<file path="src/rtl/uart_mem_burst_bridge_if.sv">
// Byte-stream and dual-port RAM signals of the UART memory burst bridge.
// master: the bridge itself; slave: UART engines plus RAM side.
interface uart_mem_burst_bridge_if #(
  parameter int unsigned ADDR_WIDTH = 16,
  parameter int unsigned DATA_BYTES = 4
);
  logic                      rx_valid;
  logic [7:0]                rx_data;
  logic                      tx_ready;
  logic                      tx_valid;
  logic [7:0]                tx_data;
  logic [ADDR_WIDTH-1:0]     addra;
  logic [DATA_BYTES-1:0]     wea;
  logic [8*DATA_BYTES-1:0]   dia;
  logic [ADDR_WIDTH-1:0]     addrb;
  logic [8*DATA_BYTES-1:0]   dob;

  modport master (
    input  rx_valid, rx_data, tx_ready, dob,
    output tx_valid, tx_data, addra, wea, dia, addrb
  );

  modport slave (
    output rx_valid, rx_data, tx_ready, dob,
    input  tx_valid, tx_data, addra, wea, dia, addrb
  );
endinterface

</file>
<file path="src/rtl/uart_mem_burst_bridge.sv">
// UART byte-stream command bridge to a true-dual-port RAM: burst writes on port A with
// byte masks and ACK/NAK, burst reads on port B streamed back LSB first.
module uart_mem_burst_bridge #(
  parameter int unsigned ADDR_WIDTH     = 16,
  parameter int unsigned DATA_BYTES     = 4,
  parameter int unsigned READ_LATENCY   = 1,
  parameter int unsigned TIMEOUT_CYCLES = 1000000,
  parameter logic [7:0]  OP_WRITE       = 8'h0F,
  parameter logic [7:0]  OP_READ        = 8'hFF,
  parameter logic [7:0]  ACK_BYTE       = 8'hAC,
  parameter logic [7:0]  NAK_BYTE       = 8'hEE
) (
  input  logic                     clk,
  input  logic                     rst_n,
  uart_mem_burst_bridge_if.master  bus,
  output logic                     busy
);
  localparam int unsigned ADDR_BYTES = (ADDR_WIDTH + 7) / 8;
  localparam int unsigned AB_W       = 8 * ADDR_BYTES;
  localparam int unsigned DW         = 8 * DATA_BYTES;
  localparam logic [31:0] TO_LAST    = 32'(TIMEOUT_CYCLES - 1);
  localparam logic [7:0]  HDR_LAST   = 8'(ADDR_BYTES);
  localparam logic [7:0]  DATA_LAST  = 8'(DATA_BYTES - 1);
  localparam logic [7:0]  LAT_LAST   = 8'(READ_LATENCY);

  typedef enum logic [3:0] {
    StIdle, StHdr, StBe, StWdata, StWcommit, StRissue, StRwait, StRsend, StResp
  } state_e;

  state_e                  state_q, state_d;
  logic                    is_write_q, is_write_d;
  logic [7:0]              cnt_q, cnt_d;
  logic [7:0]              idx_q, idx_d;
  logic [7:0]              lat_q, lat_d;
  logic [31:0]             to_q, to_d;
  logic [AB_W-1:0]         addr_sh_q, addr_sh_d;
  logic [ADDR_WIDTH-1:0]   addr_q, addr_d;
  logic [DATA_BYTES-1:0]   mask_q, mask_d;
  logic [DW-1:0]           word_q, word_d;
  logic [DW-1:0]           txsh_q, txsh_d;
  logic                    tx_valid_q, tx_valid_d;
  logic [7:0]              tx_data_q, tx_data_d;
  logic [ADDR_WIDTH-1:0]   addra_q, addra_d;
  logic [DATA_BYTES-1:0]   wea_q, wea_d;
  logic [DW-1:0]           dia_q, dia_d;
  logic [ADDR_WIDTH-1:0]   addrb_q, addrb_d;

  // Fields arrive LSB first, so each new byte enters at the top of a right shift.
  logic [AB_W-1:0] addr_next;
  logic [DW-1:0]   word_next;
  logic [DW-1:0]   tx_next;
  assign addr_next = AB_W'({bus.rx_data, addr_sh_q} >> 8);
  assign word_next = DW'({bus.rx_data, word_q} >> 8);
  assign tx_next   = txsh_q >> 8;

  always_comb begin
    state_d    = state_q;
    is_write_d = is_write_q;
    cnt_d      = cnt_q;
    idx_d      = idx_q;
    lat_d      = lat_q;
    to_d       = '0;
    addr_sh_d  = addr_sh_q;
    addr_d     = addr_q;
    mask_d     = mask_q;
    word_d     = word_q;
    txsh_d     = txsh_q;
    tx_valid_d = tx_valid_q;
    tx_data_d  = tx_data_q;
    addra_d    = addra_q;
    wea_d      = '0;
    dia_d      = dia_q;
    addrb_d    = addrb_q;

    unique case (state_q)
      StIdle: begin
        if (bus.rx_valid) begin
          idx_d = '0;
          if (bus.rx_data == OP_WRITE) begin
            is_write_d = 1'b1;
            state_d    = StHdr;
          end else if (bus.rx_data == OP_READ) begin
            is_write_d = 1'b0;
            state_d    = StHdr;
          end else begin
            tx_valid_d = 1'b1;
            tx_data_d  = NAK_BYTE;
            state_d    = StResp;
          end
        end
      end
      StHdr, StBe, StWdata: begin
        if (bus.rx_valid) begin
          if (state_q == StHdr) begin
            idx_d = idx_q + 8'd1;
            if (idx_q == 8'd0) cnt_d = bus.rx_data;
            else addr_sh_d = addr_next;
            if (idx_q == HDR_LAST) begin
              idx_d   = '0;
              addr_d  = addr_next[ADDR_WIDTH-1:0];
              state_d = is_write_q ? StBe : StRissue;
            end
          end else if (state_q == StBe) begin
            mask_d  = bus.rx_data[DATA_BYTES-1:0];
            idx_d   = '0;
            state_d = StWdata;
          end else begin
            word_d = word_next;
            idx_d  = idx_q + 8'd1;
            if (idx_q == DATA_LAST) begin
              idx_d   = '0;
              addra_d = addr_q;
              dia_d   = word_next;
              wea_d   = mask_q;
              state_d = StWcommit;
            end
          end
        end else if (to_q == TO_LAST) begin
          tx_valid_d = 1'b1;
          tx_data_d  = NAK_BYTE;
          state_d    = StResp;
        end else begin
          to_d = to_q + 32'd1;
        end
      end
      StWcommit: begin
        if (cnt_q == 8'd0) begin
          tx_valid_d = 1'b1;
          tx_data_d  = ACK_BYTE;
          state_d    = StResp;
        end else begin
          cnt_d   = cnt_q - 8'd1;
          addr_d  = addr_q + ADDR_WIDTH'(1);
          state_d = StWdata;
        end
      end
      StRissue: begin
        addrb_d = addr_q;
        lat_d   = '0;
        state_d = StRwait;
      end
      StRwait: begin
        lat_d = lat_q + 8'd1;
        if (lat_q == LAT_LAST) begin
          txsh_d     = bus.dob;
          tx_data_d  = bus.dob[7:0];
          tx_valid_d = 1'b1;
          idx_d      = '0;
          state_d    = StRsend;
        end
      end
      StRsend: begin
        if (bus.tx_ready) begin
          if (idx_q == DATA_LAST) begin
            tx_valid_d = 1'b0;
            if (cnt_q == 8'd0) begin
              state_d = StIdle;
            end else begin
              cnt_d   = cnt_q - 8'd1;
              addr_d  = addr_q + ADDR_WIDTH'(1);
              state_d = StRissue;
            end
          end else begin
            idx_d     = idx_q + 8'd1;
            txsh_d    = tx_next;
            tx_data_d = tx_next[7:0];
          end
        end
      end
      StResp: begin
        if (bus.tx_ready) begin
          tx_valid_d = 1'b0;
          state_d    = StIdle;
        end
      end
      default: state_d = StIdle;
    endcase
  end

  always_ff @(posedge clk) begin
    if (!rst_n) begin
      state_q    <= StIdle;
      is_write_q <= 1'b0;
      cnt_q      <= '0;
      idx_q      <= '0;
      lat_q      <= '0;
      to_q       <= '0;
      addr_sh_q  <= '0;
      addr_q     <= '0;
      mask_q     <= '0;
      word_q     <= '0;
      txsh_q     <= '0;
      tx_valid_q <= 1'b0;
      tx_data_q  <= '0;
      addra_q    <= '0;
      wea_q      <= '0;
      dia_q      <= '0;
      addrb_q    <= '0;
    end else begin
      state_q    <= state_d;
      is_write_q <= is_write_d;
      cnt_q      <= cnt_d;
      idx_q      <= idx_d;
      lat_q      <= lat_d;
      to_q       <= to_d;
      addr_sh_q  <= addr_sh_d;
      addr_q     <= addr_d;
      mask_q     <= mask_d;
      word_q     <= word_d;
      txsh_q     <= txsh_d;
      tx_valid_q <= tx_valid_d;
      tx_data_q  <= tx_data_d;
      addra_q    <= addra_d;
      wea_q      <= wea_d;
      dia_q      <= dia_d;
      addrb_q    <= addrb_d;
    end
  end

  assign bus.tx_valid = tx_valid_q;
  assign bus.tx_data  = tx_data_q;
  assign bus.addra    = addra_q;
  assign bus.wea      = wea_q;
  assign bus.dia      = dia_q;
  assign bus.addrb    = addrb_q;
  assign busy         = (state_q != StIdle);
endmodule

</file>
<file path="src/flat_wrapper.sv">
// flat-port wrapper written by rule: the top's interface ports become plain ports
module uart_mem_burst_bridge_flat 
#(
  parameter int unsigned ADDR_WIDTH     = 16,
  parameter int unsigned DATA_BYTES     = 4,
  parameter int unsigned READ_LATENCY   = 1,
  parameter int unsigned TIMEOUT_CYCLES = 1000000,
  parameter logic [7:0]  OP_WRITE       = 8'h0F,
  parameter logic [7:0]  OP_READ        = 8'hFF,
  parameter logic [7:0]  ACK_BYTE       = 8'hAC,
  parameter logic [7:0]  NAK_BYTE       = 8'hEE
)
  (clk, rst_n, busy, bus_rx_valid, bus_rx_data, bus_tx_ready, bus_dob, bus_tx_valid, bus_tx_data, bus_addra, bus_wea, bus_dia, bus_addrb);
  uart_mem_burst_bridge_if #(.ADDR_WIDTH(ADDR_WIDTH), .DATA_BYTES(DATA_BYTES)) bus_i ();
  input  logic clk;
  input  logic rst_n;
  output logic busy;
  input wire logic [$bits(bus_i.rx_valid)-1:0] bus_rx_valid;
  input wire logic [$bits(bus_i.rx_data)-1:0] bus_rx_data;
  input wire logic [$bits(bus_i.tx_ready)-1:0] bus_tx_ready;
  input wire logic [$bits(bus_i.dob)-1:0] bus_dob;
  output wire logic [$bits(bus_i.tx_valid)-1:0] bus_tx_valid;
  output wire logic [$bits(bus_i.tx_data)-1:0] bus_tx_data;
  output wire logic [$bits(bus_i.addra)-1:0] bus_addra;
  output wire logic [$bits(bus_i.wea)-1:0] bus_wea;
  output wire logic [$bits(bus_i.dia)-1:0] bus_dia;
  output wire logic [$bits(bus_i.addrb)-1:0] bus_addrb;
  assign bus_i.rx_valid = bus_rx_valid;
  assign bus_i.rx_data = bus_rx_data;
  assign bus_i.tx_ready = bus_tx_ready;
  assign bus_i.dob = bus_dob;
  assign bus_tx_valid = bus_i.tx_valid;
  assign bus_tx_data = bus_i.tx_data;
  assign bus_addra = bus_i.addra;
  assign bus_wea = bus_i.wea;
  assign bus_dia = bus_i.dia;
  assign bus_addrb = bus_i.addrb;
  uart_mem_burst_bridge #(.ADDR_WIDTH(ADDR_WIDTH), .DATA_BYTES(DATA_BYTES), .READ_LATENCY(READ_LATENCY), .TIMEOUT_CYCLES(TIMEOUT_CYCLES), .OP_WRITE(OP_WRITE), .OP_READ(OP_READ), .ACK_BYTE(ACK_BYTE), .NAK_BYTE(NAK_BYTE)) u_core (.clk(clk), .rst_n(rst_n), .bus(bus_i), .busy(busy));
endmodule
</file>
<file path="config.mk">
export PLATFORM = sky130hd
export DESIGN_NAME = uart_mem_burst_bridge_flat
export DESIGN_NICKNAME = d
export VERILOG_FILES = /design/src/rtl/uart_mem_burst_bridge_if.sv /design/src/rtl/uart_mem_burst_bridge.sv /design/src/flat_wrapper.sv
export SDC_FILE = /design/constraint.sdc
export NUM_CORES = 1
export LEC_CHECK = 0
export CORE_MARGIN = 10
export CORE_UTILIZATION = 40
export CTS_BUF_LIST = sky130_fd_sc_hd__clkbuf_16
export DETAILED_ROUTE_END_ITERATION = 10
export GPL_ROUTABILITY_DRIVEN = 0
export PLACE_DENSITY = 0.63
export SLEW_MARGIN = 25
export SYNTH_ARGS = -nofsm -noshare
export SYNTH_HDL_FRONTEND = slang
export SYNTH_SLANG_ARGS = --single-unit
</file>
<file path="constraint.sdc">
create_clock -name clk -period 4.6 [get_ports clk]
set_input_delay 0.92 -clock clk [delete_from_list [all_inputs] [get_ports clk]]
set_output_delay 0.92 -clock clk [all_outputs]
set_load 0.005 [all_outputs]
</file>
Word level (Yosys, flattened, before mapping):

Index checks and enable logic that the tools add are counted.

* $add $sub $neg: 5
* equal/unequal tests: 32
* mux-type cells: 69
* bitwise gates (word level): 7
* reductions and logical operators: 26

Operators by type and width (number)
* 8-bit 2-to-1 mux: 24
* 16-bit 2-to-1 mux: 6
* 32-bit 2-to-1 mux: 3
* 32-bit case mux with 2 select lines: 1
* 4-bit 2-to-1 mux: 14
* 16-bit case mux with 3 select lines: 1
* 8-bit case mux with 5 select lines: 1
* 32-bit by 1-bit adder with 32-bit output (second input constant): 1
* 32-bit by 20-bit equality test with 1-bit output (second input constant): 1
* 8-bit case mux with 4 select lines: 1
* 4-bit case mux with 7 select lines: 1
* 8-bit case mux with 3 select lines: 1
* 6-bit AND reduction: 3
* 16-bit by 1-bit adder with 16-bit output (second input constant): 1
* 8-bit by 1-bit adder with 8-bit output (second input constant): 2
* 4-bit by 3-bit equality test with 1-bit output (second input constant): 4
* 8-bit by 2-bit equality test with 1-bit output (second input constant): 2
* 8-bit logical NOT: 2
* 2-bit inequality test (second input constant): 8
* 8-bit case mux with 2 select lines: 1
* 4-bit AND reduction: 4
* 2-bit by 1-bit inequality test with 1-bit output (second input constant): 7
* 1-bit 2-to-1 mux: 12
* 11-bit AND reduction: 1
* other kinds (26): 37

* flip-flop bits (word level): 238
* input port bits: 44

Longest topological paths before layout:

Gate-level depths: netlist of the first run.

* word-level depth: 6
* depth in mapped cells: 10
* depth with buffers taken out: 7

Worst setup path after synthesis of the first run:

Ideal clock, no wire load.

* kind: input port to flip-flop
* start: input port bus_rx_data[7]
* end: register u_core.tx_data_q[0] (netlist: u_core.bus.tx_data[0])
* setup time: 0.072 ns
* data arrival time: 2.593 ns
* required time: 4.528 ns
* setup slack: 1.935 ns
* stages: 8
* path buffers: 3
* cells stage by stage: clkbuf_1 or4_1 a211oi_1 or4_1 buf_2 a211o_1 buf_4 mux2i_1

* word-level cells in the longest chain between the ends: 3
* elaborated cells between the ends (all ways): 5
* classes of those cells: 4 x eq/ne; 1 x reduce/logical

RTL lines
* start, declared: RTL line flat_wrapper.sv:19 `input wire logic [$bits(bus_i.rx_data)-1:0] bus_rx_data;`
* 8-bit by 4-bit equality test with 1-bit output or 8-bit equality test (tied branches): RTL line uart_mem_burst_bridge.sv:79, uart_mem_burst_bridge.sv:82
* 2-bit inequality test (no source line)
* 10-bit AND reduction (no source line) *
* end signal, assigned: RTL line uart_mem_burst_bridge.sv:212 `tx_data_q <= tx_data_d;`
* end, declared: RTL line uart_mem_burst_bridge.sv:42 `logic [7:0] tx_data_q, tx_data_d;`

Mark *: on every way between the ends. The rest lies on a longest branch, timed or not.
A chain may end at the register's enable or synchronous reset.

Final worst setup path of the first run:

* start: register u_core.state_q[1]
* end: output port busy

* word-level cells in the longest chain between the ends: 1

RTL lines
* start, declared: RTL line uart_mem_burst_bridge.sv:30 `state_e state_q, state_d;`
* start signal, assigned: RTL line uart_mem_burst_bridge.sv:182 `state_q <= StIdle;`
* start signal, assigned: RTL line uart_mem_burst_bridge.sv:200 `state_q <= state_d;`
* 4-bit nonzero test: RTL line uart_mem_burst_bridge.sv:226 `assign busy = (state_q != StIdle);`
* end, declared: RTL line flat_wrapper.sv:17 `output logic busy;`

No other way between the ends.

==> run summary, run 1 <==
Leak -> 3.865 nW
Syn Nets -> 1,275
port bufs -> 121
wirelength, routed -> 26.91 mm
kind of critical path -> reg -> out
Post-DRT Antenna Nets -> 0
DIE HEIGHT -> 176.1 um
clock skew -> 0.02987 ns
Max Cap Violations -> 0
initial antenna violation count -> 0
sequential fraction of the synthesis area -> 43.95%
CTS clk-pin slew, worst paths -> 0.06 ns
Syn Inst Count -> 1,223
largest net degree at the start of global routing -> 100
hold_ws -> 0.4505 ns
DRT iter0 DRCs -> 681
Arrival @ worst endpoint -> 2.43 ns
min cycle time layout -> 3.353 ns
Worst Setup SP -> u_core.state_q[1]
cell area after technology mapping -> 9747 sq um
Layout area overhead -> 21.69%
worst slew pin tran -> 0.9309 ns
synth warn -> 0
share of cells above drive strength 1 -> 6.789%
met1 usage -> 21.23%
Root Driver -> clkbuf_16
mux contribution to synthesized area -> 2.734%
placed insts -> 1,590
endpoint class of the critical path -> output port
Final Instance Area -> 11,860 sq um
HPWL Detailed -> 18.00 mm
post-CTS setup buffers -> 0
FF-to-FF Start -> u_core.state_q[0]
CP Launch Type -> register
Clock Latency Late Sink -> 0.53 ns
total congestion overflow -> 0
Fin Setup TNS -> 0 ns
non-filler cells, final -> 1,635
clock buffer count from CTS -> 25
CTS tree -> built
period utilization -> 72.89%
DRC viols -> 0
PD cells -> 329.0 nW/um^2
clk sinks -> 214
GRT Resource Usage Total -> 16.49%
unrepaired setup endpoints after global routing -> false
outcome -> finished, final reports clean
cts hold-fix bufs -> 0
Peak VDD IR -> 0.2286 mV
met2 global-route usage -> 27.17%
Post-synth ARST share -> 0%
Critical-path top delay cell -> or4_1
Slew headroom -> 37.89%
die area -> 31,010 sq um
Worst Path Required -> 3.68 ns
worst reg2reg endpoint -> u_core.bus.tx_data[4]
Placeable Area -> 24,180 sq um
fraction of the mapped netlist area in simple logic gates -> 26.56%
FF+latch count, synth -> 214
Placement Setup Slack -> 0.9224 ns
Initial Utilization -> 40.31%
dpl cell area -> 11,100 sq um
final setup fails -> 0
Worst R2R Path Depth -> 5
n_diodes -> 0
Nets -> 1,345
vias in the first global route -> 8,223
HP Class -> reg -> reg
crit-path max FO -> 27
DR vias/cell -> 5.401
Rows -> 57
CTS Buffer Depth -> 3
Worst Path Buf+Inv -> 1
1st-pass router iterations -> 5
crit path cell chain -> or4_1 -> clkdlybuf4s50_1
library cells used by synthesis -> 71
complex-gate fraction of the synthesized area -> 18.15%
max frequency -> 298.2 MHz
Syn Area/Cell -> 7.970 sq um
CP max stage delay -> 0.80 ns
die width -> 176.1 um
Post-Synth XOR/XNOR Area -> 2.786%
EDFF count, synth -> 0
critical path depth -> 2
Most Crowded Layer GR -> met2
post-synthesis adder-cell area fraction -> 1.027%
Worst Setup EP -> busy
CTS resizes -> 0
final hold vios -> 0
r2r setup slk -> 1.45 ns
Most used DFF post-synth -> dfxtp_1
first-pass GRT wire length -> 43.34 mm
number of H-tree levels -> 1
Slew Viols, Final -> 0
met3 Track Usage GR -> 3.524%
WL/cell -> 16.46 um
Top Ports -> 122
CP top delay family -> simple AND/OR/NAND/NOR gates
post-route setup slack -> 1.247 ns
main combinational cell family by area after synthesis -> simple AND/OR/NAND/NOR gates
vias post-DR -> 8,830
-- cell usage after synthesis, types with 16 or more instances --
cell type	instances	area share, %
inv_1	17	0.65
o21ai_0	28	1.4
a21oi_1	133	6.8
nor2_1	86	3.3
nand3_1	40	2.1
mux2i_1	21	2.2
clkbuf_1	65	2.5
nand4_1	16	1.0
xnor2_1	18	1.6
nor4_1	18	1.2
dfxtp_1	214	44
nor3_1	17	0.87
nand2_1	295	11
a311oi_1	19	1.7
buf_2	18	0.92
a31oi_1	18	1.2
-- worst reg2reg max path, delay by kind of cell, from the launching register on --
kind                   cells  cell delay, ns
AOI/OAI and AO/OA          2            0.90
and+or+nand+nor            1            0.85
DFF                        1            0.76
buffers and inverters      1            0.35
muxes                      1            0.16
-- sequential cells by signal (all words and copies together) (netlist names), 16 cells and up --
name              cells
u_core.txsh_q        24
u_core.addr_q        16
u_core.word_q        24
u_core.bus.addra     16
u_core.bus.dia       32
u_core.bus.addrb     16
u_core.to_q          32
-- metal layers --
layer,share of wire [%],routed length [um]
met1,44,11850
met2,47,12670
met3,6.7,1816
met4,2.1,572
met5,0,0
-- cell usage in the layout (no fill, tap or decap), types with 4 or more instances in the layout --
master and count:
nand2_1 295, dfxtp_1 214, a21oi_1 133, clkdlybuf4s50_1 120, nor2_1 85, nand3_1 40
o21ai_0 28, clkbuf_16 25, mux2i_1 21, inv_1 20, a311oi_1 19, xnor2_1 18
a31oi_1 18, nor4_1 17, nor3_1 17, nand4_1 16, o31ai_1 15, buf_4 15
and3_1 13, xor2_1 13, or4_1 12, or3_1 12, a31o_2 11, and2_1 8
ha_1 8, clkinv_1 8, o41ai_1 7, o211ai_1 6, nand2b_1 5, mux2_2 5
clkinvlp_4 5, or2_2 4, and4_1 4, nor2b_1 4, nand3b_1 4
-- cell families (layout without fill, tap and decap cells) --
kind of cell / count (synthesis) / count (layout)
AO/OA/AOI/OAI: 276 / 276
flip-flops: 214 / 214
XOR/XNOR: 31 / 31
adder cells (fa/ha/maj): 8 / 8
AND/OR/NAND/NOR: 558 / 558
multiplexers: 26 / 26
buffers and inverters: 110 / 198
-- metrics by stage --
step                utilization [%]  total power, mW
global placement              45.88            2.111
global route                  49.06            4.053
floorplan                         -            2.019
CTS                           49.03            3.953
finish                        49.06            3.902
detailed placement            45.91            2.112
-- area by class of cell --
cell class / instances / area, sq um
Clock buffer: 25 / 625.6
Clock inverter: 20 / 128.9
Timing Repair Buffer: 136 / 1319
Inverter: 17 / 68.82
Multi-Input combinational cell: 899 / 5030
Tap cell: 324 / 405.4
Sequential cell: 214 / 4284
Fill cell: 2348 / 12320
-- worst min-delay path by stage --
stage / from / to / slack [ns] / cells after the start
2_1_floorplan: u_core.word_q[8] / u_core.bus.dia[0] / 0.43 / 2
3_3_place_gp: u_core.bus.tx_data[6] / u_core.bus.tx_data[6] / 0.44 / 2
3_5_place_dp: u_core.bus.tx_data[6] / u_core.bus.tx_data[6] / 0.44 / 2
4_1_cts: u_core.txsh_q[27] / u_core.txsh_q[27] / 0.45 / 2
5_1_grt: u_core.bus.dia[26] / u_core.bus.dia[26] / 0.47 / 2
6_report: u_core.txsh_q[31] / u_core.txsh_q[31] / 0.45 / 2
-- power breakdown --
part	internal [mW]	leakage, nW	switching [mW]	total, mW
sequential	1.86	1.73	0.0165	1.88
combinational	0.0852	1.77	0.105	0.190
clock	1.04	0.367	0.787	1.83
total	2.99	3.87	0.908	3.90
(Power assumes the default switching activity.)
==> run 2, diff against run 1 <==
--- a/config.mk
+++ b/config.mk
@@ -10,7 +10,7 @@
 export CTS_BUF_LIST = sky130_fd_sc_hd__clkbuf_16
 export DETAILED_ROUTE_END_ITERATION = 10
 export GPL_ROUTABILITY_DRIVEN = 0
-export PLACE_DENSITY = 0.63
+export PLACE_DENSITY = 0.65
 export SLEW_MARGIN = 25
 export SYNTH_ARGS = -nofsm -noshare
 export SYNTH_HDL_FRONTEND = slang
==> constraint.sdc (replaced) <==
create_clock -name clk -period 2.95 [get_ports clk]
set_input_delay 0.59 -clock clk [delete_from_list [all_inputs] [get_ports clk]]
set_output_delay 0.59 -clock clk [all_outputs]
set_load 0.005 [all_outputs]
==> run summary, run 2 (same netlist as run 1, synthesis figures left out) <==
outcome -> finished, final reports clean
first-pass GRT wire length -> 44.10 mm (+1.8%)
CP max stage delay -> 0.67 ns (-0.13 ns)
CP top delay family -> simple AND/OR/NAND/NOR gates
DRC viols -> 0 (unchanged)
met2 WL post-DR -> 12.71 mm (+0.26%)
clk sinks -> 214 (unchanged)
Top Ports -> 122 (unchanged)
Placeable Area -> 24,180 sq um (unchanged)
worst slew pin tran -> 0.6670 ns (-0.2639 ns)
period utilization -> 93.95%
port bufs -> 121 (unchanged)
dpl cell area -> 11,330 sq um (+2.1%)
met3 wire length -> 1.708 mm (-5.9%)
share of cells above drive strength 1 -> 8.471% (+1.7 points)
most frequent cells in the layout -> 295 x nand2_1, 214 x dfxtp_1, 133 x a21oi_1
die area -> 31,010 sq um (unchanged)
Leak -> 4.012 nW (+3.8%)
CTS tree -> built
PD cells -> 504.5 nW/um^2 (+53%)
r2r setup slk -> 0.41 ns (-1.04 ns)
FF-to-FF Start -> u_core.lat_q[0]
GRT Resource Usage Total -> 16.75% (+0.25 points)
Worst Path Required -> 2.36 ns (-1.32 ns)
Rows -> 57 (unchanged)
vias in the first global route -> 8,416 (+2.3%)
CP Launch Type -> register
clock skew -> 0.02312 ns (-0.006755 ns)
commonest non-fill, non-tap cell in the layout -> nand2_1
final setup fails -> 0 (unchanged)
DIE HEIGHT -> 176.1 um (unchanged)
HP Start -> u_core.bus.addra[0]
Root Driver -> clkbuf_16
CTS Buffer Depth -> 3 (unchanged)
WL/cell -> 16.54 um (+0.51%)
Peak VDD IR -> 0.2843 mV (+24%)
Hold EP -> u_core.bus.addra[0]
number of H-tree levels -> 1 (unchanged)
Worst R2R Path Depth -> 6 (+1)
initial antenna violation count -> 0 (unchanged)
crit-path max FO -> 16 (-41%)
total congestion overflow -> 0 (unchanged)
DRT iter0 DRCs -> 737 (+8.2%)
HPWL Detailed -> 18.53 mm (+3.0%)
wirelength, routed -> 27.43 mm (+1.9%)
Worst Path Buf+Inv -> 1 (unchanged)
Post-DRT Antenna Nets -> 0 (unchanged)
largest net degree at the start of global routing -> 120 (+20%)
Highest Signal Layer -> met4
final hold vios -> 0 (unchanged)
Critical-path top delay cell -> or4_4
Slew headroom -> 55.23% (+17 points)
max frequency -> 360.8 MHz
Nets -> 1,371 (+1.9%)
Arrival @ worst endpoint -> 2.18 ns (-0.25 ns)
Max Cap Violations -> 0 (unchanged)
n_diodes -> 0 (unchanged)
unrepaired setup endpoints after global routing -> false
min cycle time layout -> 2.771 ns
crit path cell chain -> or4_4 -> clkdlybuf4s50_1
Clock Latency Late Sink -> 0.52 ns (about the same)
endpoint class of the critical path -> output port
Total Power -> 6.091 mW (+56%)
Layout area overhead -> 23.88%
Initial Utilization -> 40.31% (unchanged)
kind of critical path -> reg -> out
Fin Setup TNS -> 0 ns (unchanged)
Worst Hold Depth -> 2 (unchanged)
die width -> 176.1 um (unchanged)
DR vias/cell -> 5.419 (+0.33%)
Final Instance Area -> 12,070 sq um (+1.8%)
vias post-DR -> 8,984 (+1.7%)
cts hold-fix bufs -> 0 (unchanged)
1st-pass router iterations -> 5 (unchanged)
worst reg2reg endpoint -> u_core.idx_q[5]
M1 wire length -> 12.41 mm (+4.7%)
clock buffer count from CTS -> 24 (-4.0%)
CTS clk-pin slew, worst paths -> 0.06 ns (about the same)
Slew Viols, Final -> 0 (unchanged)
HP Class -> reg -> reg
-- run 2: final cells by class --
class	instances	area (sq um)
sequential	214	4284
timing repair buffer	163	1559
tap	324	405.4
fill	2303	12100
inverter	17	66.31
clock buffer	24	600.6
clock inverter	17	136.4
multi-input combinational	899	5022
-- run 2: power breakdown --
part / total (mW) / internal [mW] / switching [mW]
Combinational: 0.329 / 0.154 / 0.175
Sequential: 2.93 / 2.91 / 0.0226
Clock: 2.83 / 1.65 / 1.19
Total: 6.09 / 4.71 / 1.38
-- run 2: worst max path at each step --
stage / start / to / slack, ns / depth (start not counted)
floorplan: bus_rx_data[7] / u_core.bus.tx_data[0] / 0.62 / 8
global placement: bus_rx_data[4] / u_core.bus.tx_data[4] / 0.18 / 7
detailed placement: bus_rx_data[4] / u_core.bus.tx_data[4] / 0.13 / 7
CTS: u_core.state_q[3] / busy / 0.04 / 2
global route: u_core.state_q[3] / busy / 0.08 / 2
finish: u_core.state_q[3] / busy / 0.18 / 2
-- run 2: timing repair --
item,CTS,global route
gates resized for setup,0,1
buffers inserted,0,0
endpoints found under the setup margin,0,1
-- run 2: through the flow --
step	hold slack [ns]	cells	utilization [%]	setup WS, ns
floorplan	0.4321	1223	-	0.6154
global placement	0.4334	1617	46.88	0.1789
detailed placement	0.4453	1617	46.88	0.1267
CTS	0.4526	1658	49.93	0.04044
global route	0.4645	1658	49.94	0.07762
finish	0.4517	1658	49.94	0.1786
-- run 2: worst min-delay path, stage by stage, from the launching register on --
cell	delay [ns]
dfxtp_1	0.31
nand2_1	0.05
a21oi_1	0.05
-- run 2: routing by layer --
metal / up-vias / global-route usage (%)
met5: - / 0
met3: 41 / 3.951
li1: 4486 / -
met2: 233 / 27.29
met1: 4224 / 21.64
met4: 0 / 4.733
